File: src/rtl/count_sequencer.sv
// Run/pause/direction/clear sequencer and count register for the seconds counter.
// The count halts at either bound. The BCD digits are registered one cycle behind the count.
module count_sequencer #(
  parameter int MAX_COUNT   = 59,
  parameter int COUNT_WIDTH = 8
) (
  input  logic                   CLOCK_50_I,
  input  logic                   resetn,
  input  logic                   tick_i,
  input  logic [3:0]             pb_pulse_i,
  output logic [COUNT_WIDTH-1:0] count_o,
  output logic [3:0]             ones_o,
  output logic [3:0]             tens_o,
  output logic [1:0]             state_o,
  output logic                   dir_up_o,
  output logic                   limit_o
);

  typedef enum logic [1:0] {
    S_RUN   = 2'd0,
    S_PAUSE = 2'd1,
    S_LIMIT = 2'd2
  } state_t;

  localparam logic [COUNT_WIDTH-1:0] C_MAX  = COUNT_WIDTH'(MAX_COUNT);
  localparam logic [COUNT_WIDTH-1:0] C_ZERO = '0;
  localparam logic [COUNT_WIDTH-1:0] C_ONE  = COUNT_WIDTH'(1);

  // Count is bounded to 0..99, so plain divide/modulo on a 32-bit copy is exact.
  function automatic logic [7:0] to_bcd(input logic [COUNT_WIDTH-1:0] v);
    int unsigned iv;
    iv = 32'(v);
    return {4'(iv / 32'd10), 4'(iv % 32'd10)};
  endfunction

  state_t                 r_state, w_state_nxt;
  logic [COUNT_WIDTH-1:0] r_count, w_count_nxt;
  logic                   r_dir_up, w_dir_nxt;
  logic                   r_limit, w_limit_nxt;
  logic [3:0]             r_ones, r_tens;
  logic [7:0]             w_bcd;

  assign w_bcd = to_bcd(r_count);

  always_ff @(posedge CLOCK_50_I) begin
    if (!resetn) begin
      r_state  <= S_RUN;
      r_count  <= C_ZERO;
      r_dir_up <= 1'b1;
      r_limit  <= 1'b0;
      r_ones   <= 4'd0;
      r_tens   <= 4'd0;
    end else begin
      r_state  <= w_state_nxt;
      r_count  <= w_count_nxt;
      r_dir_up <= w_dir_nxt;
      r_limit  <= w_limit_nxt;
      r_ones   <= w_bcd[3:0];
      r_tens   <= w_bcd[7:4];
    end
  end

  // Priority: clear > toggle > direction select > tick. A tick uses the pre-update direction.
  always_comb begin
    w_state_nxt = r_state;
    w_count_nxt = r_count;
    w_dir_nxt   = r_dir_up;
    w_limit_nxt = 1'b0;
    if (pb_pulse_i[3]) begin
      w_count_nxt = C_ZERO;
      w_dir_nxt   = 1'b1;
      w_state_nxt = S_PAUSE;
    end else if (pb_pulse_i[0]) begin
      w_state_nxt = (r_state == S_RUN) ? S_PAUSE : S_RUN;
    end else if (r_state == S_RUN) begin
      if (pb_pulse_i[2]) begin
        w_dir_nxt = 1'b0;
      end else if (pb_pulse_i[1]) begin
        w_dir_nxt = 1'b1;
      end
      if (tick_i) begin
        if (r_dir_up && (r_count < C_MAX)) begin
          w_count_nxt = r_count + C_ONE;
        end else if (!r_dir_up && (r_count > C_ZERO)) begin
          w_count_nxt = r_count - C_ONE;
        end else begin
          // The bound is reached: halt and flip the direction, overriding any select.
          w_state_nxt = S_LIMIT;
          w_dir_nxt   = ~r_dir_up;
          w_limit_nxt = 1'b1;
        end
      end
    end
  end

  assign count_o  = r_count;
  assign ones_o   = r_ones;
  assign tens_o   = r_tens;
  assign state_o  = r_state;
  assign dir_up_o = r_dir_up;
  assign limit_o  = r_limit;

endmodule

File: config.mk
export PLATFORM = sky130hd
export DESIGN_NAME = count_sequencer
export DESIGN_NICKNAME = d
export VERILOG_FILES = /design/src/rtl/count_sequencer.sv
export SDC_FILE = /design/constraint.sdc
export NUM_CORES = 1
export LEC_CHECK = 0
export ABC_AREA = 0
export CAP_MARGIN = 5
export CORE_MARGIN = 10
export CORE_UTILIZATION = 30
export CTS_CLUSTER_SIZE = 24
export DETAILED_ROUTE_END_ITERATION = 10
export PLACE_DENSITY_LB_ADDON = 0.15
export RECOVER_POWER = 100
export SLEW_MARGIN = 20
export SYNTH_ARGS = -nofsm -noshare
export SYNTH_HDL_FRONTEND = slang
export SYNTH_SLANG_ARGS = --single-unit
File: constraint.sdc
create_clock -name CLOCK_50_I -period 4.14 [get_ports CLOCK_50_I]
set_clock_uncertainty 0.05 [all_clocks]
set_input_delay 0.828 -clock CLOCK_50_I [delete_from_list [all_inputs] [get_ports CLOCK_50_I]]
set_output_delay 0.828 -clock CLOCK_50_I [all_outputs]
set_load 0.1 [all_outputs]
==> results.sh, run 1 <==
export IMPL_period_needed_ns=3.878
export IMPL_synth_top_area_share_pct=20.79
export IMPL_ys_async_sr_fraction_pct=0
export IMPL_maxCapViolations=0
export IMPL_min_path_cells=2
export IMPL_postLayoutCoreUtil_pct=36.36
export IMPL_synth_xor_area_share_pct=3.184
export IMPL_powerDensity_nw_per_um2=255.0
export IMPL_dp_slack_ns=0.2455
export IMPL_fill_cells=686
export IMPL_cts_num_sinks=20
export IMPL_synth_most_common_cell="nor2_1"
export IMPL_hold_class="flop to flop"
export IMPL_total_leakage_power_nw=0.9386
export IMPL_synth_edff_count=0
export IMPL_dp_hpwl_um=3647
export IMPL_coreArea_sq_um=6277
export IMPL_crit_required_ns=4.28
export IMPL_cts_setup_buffers=0
export IMPL_overflow=0
export IMPL_vias=1767
export IMPL_worstSetupStartpointType="flop"
export IMPL_io_buffers=26
export IMPL_synth_top_area_cell="dfxtp_1"
export IMPL_fin_nets=274
export IMPL_relSlewSlack_pct=20.70
export IMPL_drt_iter0_drc=125
export IMPL_cts_tree="done"
export IMPL_end_kind="flop"
export IMPL_outcome="completed"
export IMPL_cts_buffer_depth=2
export IMPL_ys_flop_type="dfxtp_1"
export IMPL_yosysWarnings=0
export IMPL_die_area_sq_um=10020
export IMPL_wl_per_cell_um=14.70
export IMPL_rsz0062_at_grt="no"
export IMPL_clk_insertion_delay_late_ns=0.27
export IMPL_io_pins=27
export IMPL_synthTopCellsByCount="30 x nor2_1, 20 x dfxtp_1, 18 x a21oi_1"
export IMPL_setup_tns_ns=0
export IMPL_grt_pass1_wl_um=8549
export IMPL_antenna_cells=0
export IMPL_clk_pin_slew_ns=0.09
export IMPL_grt_max_degree=24
export IMPL_yosys_top_cells_area="dfxtp_1 21%, nor2_1 5.8%, ha_1 5.2%"
export IMPL_htree_levels=1
export IMPL_syn_cell_area_sq_um=1926
export IMPL_setup_viol=0
export IMPL_synth_simple_gate_area_share_pct=27.81
export IMPL_tightest_slew_ns=1.195
export IMPL_detail_route_antenna_nets=0
export IMPL_ys_types=71
export IMPL_track_usage_pct=10.02
export IMPL_path_max_fanout=15
export IMPL_ys_seq_area_share_pct=20.79
export IMPL_syn_num_nets=254
export IMPL_hold_viol=0
export IMPL_rr_worst_depth=14
export IMPL_cp_data_arrival_time_ns=4.01
export IMPL_clock_fmax_mhz=257.9
export IMPL_clockRootBuffer="clkbuf_8"
export IMPL_finalCritPeriodShare_pct=93.66
export IMPL_crit_type="flop to flop"
export IMPL_row_count=29
export IMPL_start_util_pct=30.68
export IMPL_antenna_found_initial=0
export IMPL_ys_seq_elements=20
export IMPL_yosys_area_share_adder_pct=6.758
export IMPL_muxShareOfSynthArea_pct=2.079
export IMPL_worst_ir_drop_vdd_v=0.0001399
export IMPL_grt_pass1_vias=1746
export IMPL_fp_dieW_um=100.1
export IMPL_synth_top_family_by_area="compound AO/OA/AOI/OAI gates"
export IMPL_area_delta_synth_final_pct=18.52
export IMPL_dr_pass1_iters=4
export IMPL_die_h_um=100.1
export IMPL_finalMaxSlewViolations=0
export IMPL_layout_drive_gt1_share_pct=11.67
export IMPL_drc_errors=0
export IMPL_synthCells=238
export IMPL_routed_wl_um=4911
export IMPL_cts_buffers=3
export IMPL_postSynthAreaPerCell_sq_um=8.091
export IMPL_gp_congestion=0.8298
export IMPL_finalWorstSetupSlack_ns=0.2624
export IMPL_synth_compound_gate_area_share_pct=33.33
export IMPL_viasPerCell=5.290
cell type report:
| cell class | count | area (sq um) | area share (%) |
|---|---|---|---|
| multi-input cells | 196 | 1409 | 61.73 |
| flip-flops and latches | 20 | 404.1 | 17.71 |
| repair buffers | 32 | 282.8 | 12.39 |
| well taps | 77 | 96.34 | 4.221 |
| clock buffers | 3 | 41.29 | 1.809 |
| clock inverters | 1 | 30.03 | 1.316 |
| inverters | 5 | 18.77 | 0.8224 |
where the power goes:
| part | internal (W) | total [W] | switching, W |
|---|---|---|---|
| registers | 0.000199 | 0.000204 | 0.00000465 |
| clock network | 0.000129 | 0.000204 | 0.0000748 |
| logic | 0.0000569 | 0.000174 | 0.000117 |
logic make-up (layout without fill, tap and decap cells):
| kind of cell | Yosys count | count (layout) |
|---|---|---|
| and+or+nand+nor | 97 | 97 |
| muxes | 4 | 4 |
| xor gates and xnor gates | 7 | 7 |
| AOI/OAI and AO/OA | 78 | 78 |
| DFF | 20 | 20 |
| adders and majority gates | 10 | 10 |
| buffers and inverters | 22 | 41 |
critical path, cell delays in order, from the launching register on:
cell and delay [ns]:
dfxtp_4 0.43, inv_1 0.06, ha_1 0.21, or2_2 0.29, ha_1 0.44, and4bb_4 0.25
a211o_1 0.34, a21oi_4 0.23, nand3_2 0.11, o32a_4 0.39, a211oi_4 0.27, buf_4 0.23
a211o_2 0.16, o211ai_2 0.08, a221oi_2 0.26
cells in the final DEF (no fill, tap or decap), types with 5 or more instances in the layout:
cell type / instances
clkdlybuf4s50_1: 5
dlygate4sd3_1: 18
dfxtp_1: 19
nor2_1: 30
buf_4: 5
nand2b_1: 8
o21ai_0: 7
nand3_1: 10
nand2_1: 11
inv_1: 5
nor2b_1: 6
ha_1: 8
a21oi_1: 18
stage by stage:
step	cells	total power (W)	hold slack [ns]	cell area, sq um
2_1_floorplan	238	0.0003497	0.5026	1927
3_3_place_gp	330	0.0003883	0.5416	2223
3_5_place_dp	330	0.0003883	0.5351	2223
4_1_cts	334	0.0005940	0.5569	2295
5_1_grt	334	0.0006129	0.5836	2282
6_report	334	0.0005820	0.5498	2282
sequential cells by signal, indices dropped and copies added, names as in the netlist:
register,count
count_o,8
dir_up_o,1
limit_o,1
ones_o,4
state_o,2
tens_o,4
path summary, 6_finish.rpt:
| kind | start | end | slack [ns] |
|---|---|---|---|
| worst max-delay path | count_o[6] | ones_o[1] | 0.26 |
| worst min-delay path | state_o[0] | state_o[0] | 0.55 |
| worst max register to register | count_o[6] | ones_o[1] | 0.26 |
| worst min register to register | state_o[0] | state_o[0] | 0.55 |
what timing repair did:
action | CTS | global route
setup endpoints to repair | 0 | 2
endpoints found under the hold margin | 0 | 0
gates resized for setup | 0 | 1
hold buffers | 0 | 0
per-layer routing:
layer	GRT usage [%]	up-vias	part of all wire, %
li1	-	929	-
met1	13.17	808	50
met2	15.98	24	46
met3	2.747	6	3.7
met4	2.065	0	1.1
met5	0	-	0
No activity file was read; power rests on OpenSTA's default activity.
==> run 2, diff against run 1 <==
--- a/config.mk
+++ b/config.mk
@@ -13,6 +13,7 @@
 export DETAILED_ROUTE_END_ITERATION = 10
 export PLACE_DENSITY_LB_ADDON = 0.15
 export RECOVER_POWER = 100
+export REMOVE_ABC_BUFFERS = 1
 export SLEW_MARGIN = 20
 export SYNTH_ARGS = -nofsm -noshare
 export SYNTH_HDL_FRONTEND = slang
==> run 2 against run 1 <==
Net effect: sequential share of layout area is 0.068 points lower; critical path type unchanged; count of clock-buffer cells in the layout is 1 higher; wire length is 0.35% higher; critical path depth stayed put; design area is 0.55% lower; worst hold slack worse by 0.041 ns; first-iteration DRC count is 14% lower; non-clock buffer count is 1 higher; highest routed layer unchanged; total power is 8.6% lower; register-to-register slack better by 0.14 ns; sequential power hardly changed.
==> results.sh, run 2 (synthesis results as in run 1) <==
export IMPL_hold_viol=0
export IMPL_drt_iter0_drc=108
export IMPL_start_util_pct=30.68
export IMPL_route_layer_met1_wl_um=2333
export IMPL_detail_route_antenna_nets=0
export IMPL_finalMaxSlewViolations=0
export IMPL_rsz0062_at_grt="no"
export IMPL_track_usage_pct=9.997
export IMPL_clock_fmax_mhz=267.5
export IMPL_cts_tree="done"
export IMPL_wl_per_cell_um=14.71
export IMPL_grt_pass1_wl_um=8500
export IMPL_die_h_um=100.1
export IMPL_finalWorstSetupSlack_ns=0.4022
export IMPL_period_needed_ns=3.738
export IMPL_hold_class="flop to flop"
export IMPL_relSlewSlack_pct=22.57
export IMPL_clockRootBuffer="clkbuf_8"
export IMPL_postCtsResizedCells=0
export IMPL_cp_data_arrival_time_ns=3.87
export IMPL_grt_max_degree=24
export IMPL_slowest_delay_ns=0.46
export IMPL_cts_num_sinks=20
export IMPL_htree_levels=1
export IMPL_dp_slack_ns=0.4524
export IMPL_io_pins=27
export IMPL_clk_insertion_delay_late_ns=0.26
export IMPL_setup_viol=0
export IMPL_end_kind="flop"
export IMPL_antenna_cells=0
export IMPL_cts_buffer_depth=2
export IMPL_final_common_cell="nor2_1"
export IMPL_path_max_fanout=12
export IMPL_reg2reg_from="count_o[6]"
export IMPL_drc_errors=0
export IMPL_crit_slowest_cell="o31ai_1"
export IMPL_crit_required_ns=4.27
export IMPL_total_leakage_power_nw=0.9447
export IMPL_area_delta_synth_final_pct=17.87
export IMPL_powerDensity_nw_per_um2=234.3
export IMPL_largest_reg_flops=8
export IMPL_gp_congestion=0.7543
export IMPL_dr_pass1_iters=4
export IMPL_dr_wl_met3_um=179
export IMPL_cts_hold_buffers_added=0
export IMPL_io_buffers=26
export IMPL_die_area_sq_um=10020
export IMPL_finalPower_w=0.0005317
export IMPL_layout_common_cells="30 x nor2_1, 20 x dfxtp_1, 20 x dlygate4sd3_1, 18 x a21oi_1, 11 x nand2_1"
export IMPL_cp_num_buf_inv=2
export IMPL_cts_setup_buffers=0
export IMPL_crit_family="compound AO/OA/AOI/OAI gates"
export IMPL_cp_startpoint="count_o[6]"
export IMPL_clk_pin_slew_ns=0.08
export IMPL_min_delay_start="count_o[2]"
export IMPL_cts_buffers=3
export IMPL_coreArea_sq_um=6277
export IMPL_maxCapViolations=0
export IMPL_crit_path_frequent_cell="ha_1"
export IMPL_top_layer="met4"
export IMPL_worstSetupStartpointType="flop"
export IMPL_fp_dieW_um=100.1
export IMPL_worst_ir_drop_vdd_v=0.0001307
export IMPL_dp_hpwl_um=3760
export IMPL_overflow=0
export IMPL_crit_type="flop to flop"
export IMPL_finalCritPeriodShare_pct=90.28
export IMPL_fin_nets=275
export IMPL_routed_wl_um=4928
export IMPL_setup_tns_ns=0
export IMPL_row_count=29
export IMPL_tightest_slew_ns=1.167
export IMPL_vias=1784
export IMPL_crit_chain="inv_1 > ha_1 > or2_2 > ha_1 > and4b_1 > o31ai_1 > a31oi_4 > and2_4 > a221oi_4 > a211oi_2 > buf_4 > nor2_1 > o211ai_2 > a221oi_2"
export IMPL_outcome="completed"
export IMPL_viasPerCell=5.325
export IMPL_wl_met2_um=2392
export IMPL_layout_drive_gt1_share_pct=11.24
export IMPL_antenna_found_initial=0
export IMPL_grt_pass1_vias=1735
## run 2: changes by cell type in the layout (fill, tap and decap cells not counted)
cell and delta:
clkbuf_1 -2, dlygate4sd3_1 +2, a211oi_2 +1, a211oi_4 -1, buf_4 +1, bufinv_16 -1
clkbuf_8 +1, dfxtp_1 +1, dfxtp_4 -1, o31ai_1 +1, o31ai_2 -1
## run 2: area by class of cell
cell class	count	area, sq um
Tap cell	77	96.34
Timing Repair Buffer	33	302.8
Clock buffer	4	55.05
Multi-Input combinational cell	196	1396
Fill cell	672	4008
Sequential cell	20	400.4
Inverter	5	18.77
## run 2: metrics by stage
stage / hold WS, ns / instances / util [%] / area (sq um)
after floorplan: 0.8997 / 221 / - / 1828
after global placement: 0.4892 / 331 / 35.60 / 2235
after detailed placement: 0.5006 / 331 / 35.60 / 2235
after CTS: 0.5100 / 335 / 36.48 / 2290
after global routing: 0.5444 / 335 / 36.16 / 2270
final: 0.5086 / 335 / 36.16 / 2270
## run 2: path summary, 6_finish.rpt
check | slack [ns] | end | depth (start not counted)
max | 0.40 | ones_o[1] | 14
min | 0.51 | count_o[2] | 2
max reg2reg | 0.40 | ones_o[1] | 14
min reg2reg | 0.51 | count_o[2] | 2
## run 2: tightest hold or removal path: cells and delay by family (launching register included)
kind               cells  cell delay [ns]
and+or+nand+nor        1             0.04
AOI/OAI and AO/OA      1             0.13
DFF                    1             0.35
## run 2: per-layer routing
metal	vias to the layer above	track usage, %
met5	-	0
li1	924	-
met4	0	1.630
met1	835	12.55
met3	2	2.335
met2	23	17.17
## run 2: power by group
group / total [W] / internal, W / switching (W)
Clock: 0.000154 / 0.0000847 / 0.0000698
Combinational: 0.000173 / 0.0000563 / 0.000117
Sequential: 0.000204 / 0.000200 / 0.00000432
==> run 3, diff against run 2 <==
--- a/config.mk
+++ b/config.mk
@@ -7,12 +7,11 @@
 export LEC_CHECK = 0
 export ABC_AREA = 0
 export CAP_MARGIN = 5
-export CORE_MARGIN = 10
+export CORE_MARGIN = 3
 export CORE_UTILIZATION = 30
 export CTS_CLUSTER_SIZE = 24
 export DETAILED_ROUTE_END_ITERATION = 10
 export PLACE_DENSITY_LB_ADDON = 0.15
-export RECOVER_POWER = 100
 export REMOVE_ABC_BUFFERS = 1
 export SLEW_MARGIN = 20
 export SYNTH_ARGS = -nofsm -noshare
==> run 3 against run 2 <==
Net effect: design area up 1.1%; sequential power about the same; final cell count down 0.30%; clock power about the same; core utilization up 1.7 points; non-clock buffer count up 1; register-to-register slack about the same; sequential cell count unchanged; critical endpoint is now ones_o[2]; largest power group unchanged.
==> results.sh, run 3 (synthesis results as in run 1) <==
export IMPL_p_int_w=0.0003449
export IMPL_routed_wl_um=4575
export IMPL_p_sw_w=0.0001943
export IMPL_maxCapViolations=0
export IMPL_placed_cell_area_sq_um=2240
export IMPL_worstSetupStartpointType="flop"
export IMPL_path_max_fanout=12
export IMPL_final_common_cell="nor2_1"
export IMPL_cts_tree="done"
export IMPL_antenna_found_initial=0
export IMPL_final_cells=334
export IMPL_clk_insertion_delay_late_ns=0.26
export IMPL_cts_num_sinks=20
export IMPL_clk_pin_slew_ns=0.08
export IMPL_period_needed_ns=3.728
export IMPL_rsz0062_at_grt="no"
export IMPL_drc_errors=0
export IMPL_pwr_share_seq_pct=37.8
export IMPL_stdcell_area_sq_um=2295
export IMPL_htree_levels=1
export IMPL_viasPerCell=5.311
export IMPL_dp_hpwl_um=3417
export IMPL_detail_route_antenna_nets=0
export IMPL_crit_chain="inv_1 > ha_1 > or2_2 > ha_1 > and4bb_4 > a211o_1 > a21oi_4 > nand3_2 > o32a_4 > a211oi_4 > buf_4 > nor3_2 > a311oi_1 > a31oi_1"
export IMPL_total_leakage_power_nw=0.9053
export IMPL_fin_nets=276
export IMPL_clkPwrFrac_pct=29.1
export IMPL_dr_pass1_iters=4
export IMPL_postCtsResizedCells=0
export IMPL_clock_fmax_mhz=268.3
export IMPL_layout_drive_gt1_share_pct=12.74
export IMPL_fp_dieW_um=86.12
export IMPL_whs_ns=0.5146
export IMPL_cts_setup_buffers=0
export IMPL_finalCritPeriodShare_pct=90.04
export IMPL_rr_worst_depth=14
export IMPL_slowest_delay_ns=0.42
export IMPL_powerDensity_nw_per_um2=235.0
export IMPL_coreArea_sq_um=6061
export IMPL_outcome="completed"
export IMPL_vias=1774
export IMPL_die_h_um=86.12
export IMPL_cts_hold_buffers_added=0
export IMPL_setup_tns_ns=0
export IMPL_cts_buffer_depth=2
export IMPL_crit_slowest_cell="ha_1"
export IMPL_crit_path_frequent_cell="ha_1"
export IMPL_comb_power_share_pct=33.2
export IMPL_area_delta_synth_final_pct=19.17
export IMPL_drt_iter0_drc=92
export IMPL_dp_cells=330
export IMPL_io_buffers=26
export IMPL_row_count=28
export IMPL_p_sw_share_pct=36.03
export IMPL_hold_class="flop to flop"
export IMPL_gp_congestion=0.7636
export IMPL_start_util_pct=31.77
export IMPL_io_pins=27
export IMPL_overflow=0
export IMPL_crit_type="flop to flop"
export IMPL_finalMaxSlewViolations=0
export IMPL_cts_buffers=3
export IMPL_tightest_slew_ns=0.9716
export IMPL_min_path_cells=2
export IMPL_crit_required_ns=4.24
export IMPL_postLayoutCoreUtil_pct=37.86
export IMPL_die_area_sq_um=7416
export IMPL_cp_data_arrival_time_ns=3.82
export IMPL_track_usage_pct=13.08
export IMPL_worst_ir_drop_vdd_v=0.0001469
export IMPL_antenna_cells=0
export IMPL_setup_viol=0
export IMPL_largest_reg_flops=8
export IMPL_relSlewSlack_pct=35.02
export IMPL_clockRootBuffer="clkbuf_8"
export IMPL_end_kind="flop"
export IMPL_grt_pass1_vias=1669
export IMPL_wl_per_cell_um=13.70
export IMPL_layout_common_cells="30 x nor2_1, 25 x clkdlybuf4s50_1, 20 x dfxtp_1, 18 x a21oi_1, 11 x nand2_1"
export IMPL_grt_pass1_wl_um=8066
export IMPL_hold_viol=0
export IMPL_grt_max_degree=24
-- run 3: power by group through the flow --
stage	Combinational [W]	Clock, W	Sequential (W)
after floorplan	0.0000808	0	0.000265
after global placement	0.000179	0	0.000208
after detailed placement	0.000179	0	0.000208
after CTS	0.000180	0.000162	0.000204
after global routing	0.000194	0.000169	0.000205
final	0.000179	0.000157	0.000204
-- run 3: worst paths after layout --
check	from	end	slack, ns
worst min register to register	count_o[3]	count_o[3]	0.51
worst max register to register	count_o[6]	ones_o[2]	0.41
worst max-delay path	count_o[6]	ones_o[2]	0.41
worst min-delay path	count_o[3]	count_o[3]	0.51
-- run 3: cell type report --
type                    instances  area, sq um
clock buffers                   4        55.05
fillers                       640         3766
inverters                       5        18.77
multi-input cells             196         1409
flip-flops and latches         20        400.4
well taps                      75        93.84
repair buffers                 34        317.8
-- run 3: critical path: cells and delay by family (launching register included) --
kind | cells | cell delay, ns
simple gates | 4 | 0.70
flops | 1 | 0.34
compound gates | 6 | 1.63
buf+inv | 2 | 0.28
fa+ha+maj | 2 | 0.61
-- run 3: per-layer routing --
metal | GRT usage (%) | wire length, um | vias up
li1 | - | - | 925
met1 | 18.31 | 2297 | 822
met2 | 21.37 | 2140 | 25
met3 | 2.113 | 105 | 2
met4 | 2.158 | 31 | 0
met5 | 0 | 0 | -
-- run 3: stage by stage --
step | power [W] | setup WS, ns
final | 0.0005392 | 0.4122
after global routing | 0.0005668 | 0.1467
after CTS | 0.0005450 | 0.4427
after detailed placement | 0.0003876 | 0.4511
after global placement | 0.0003874 | 0.5218
after floorplan | 0.0003455 | -0.3545
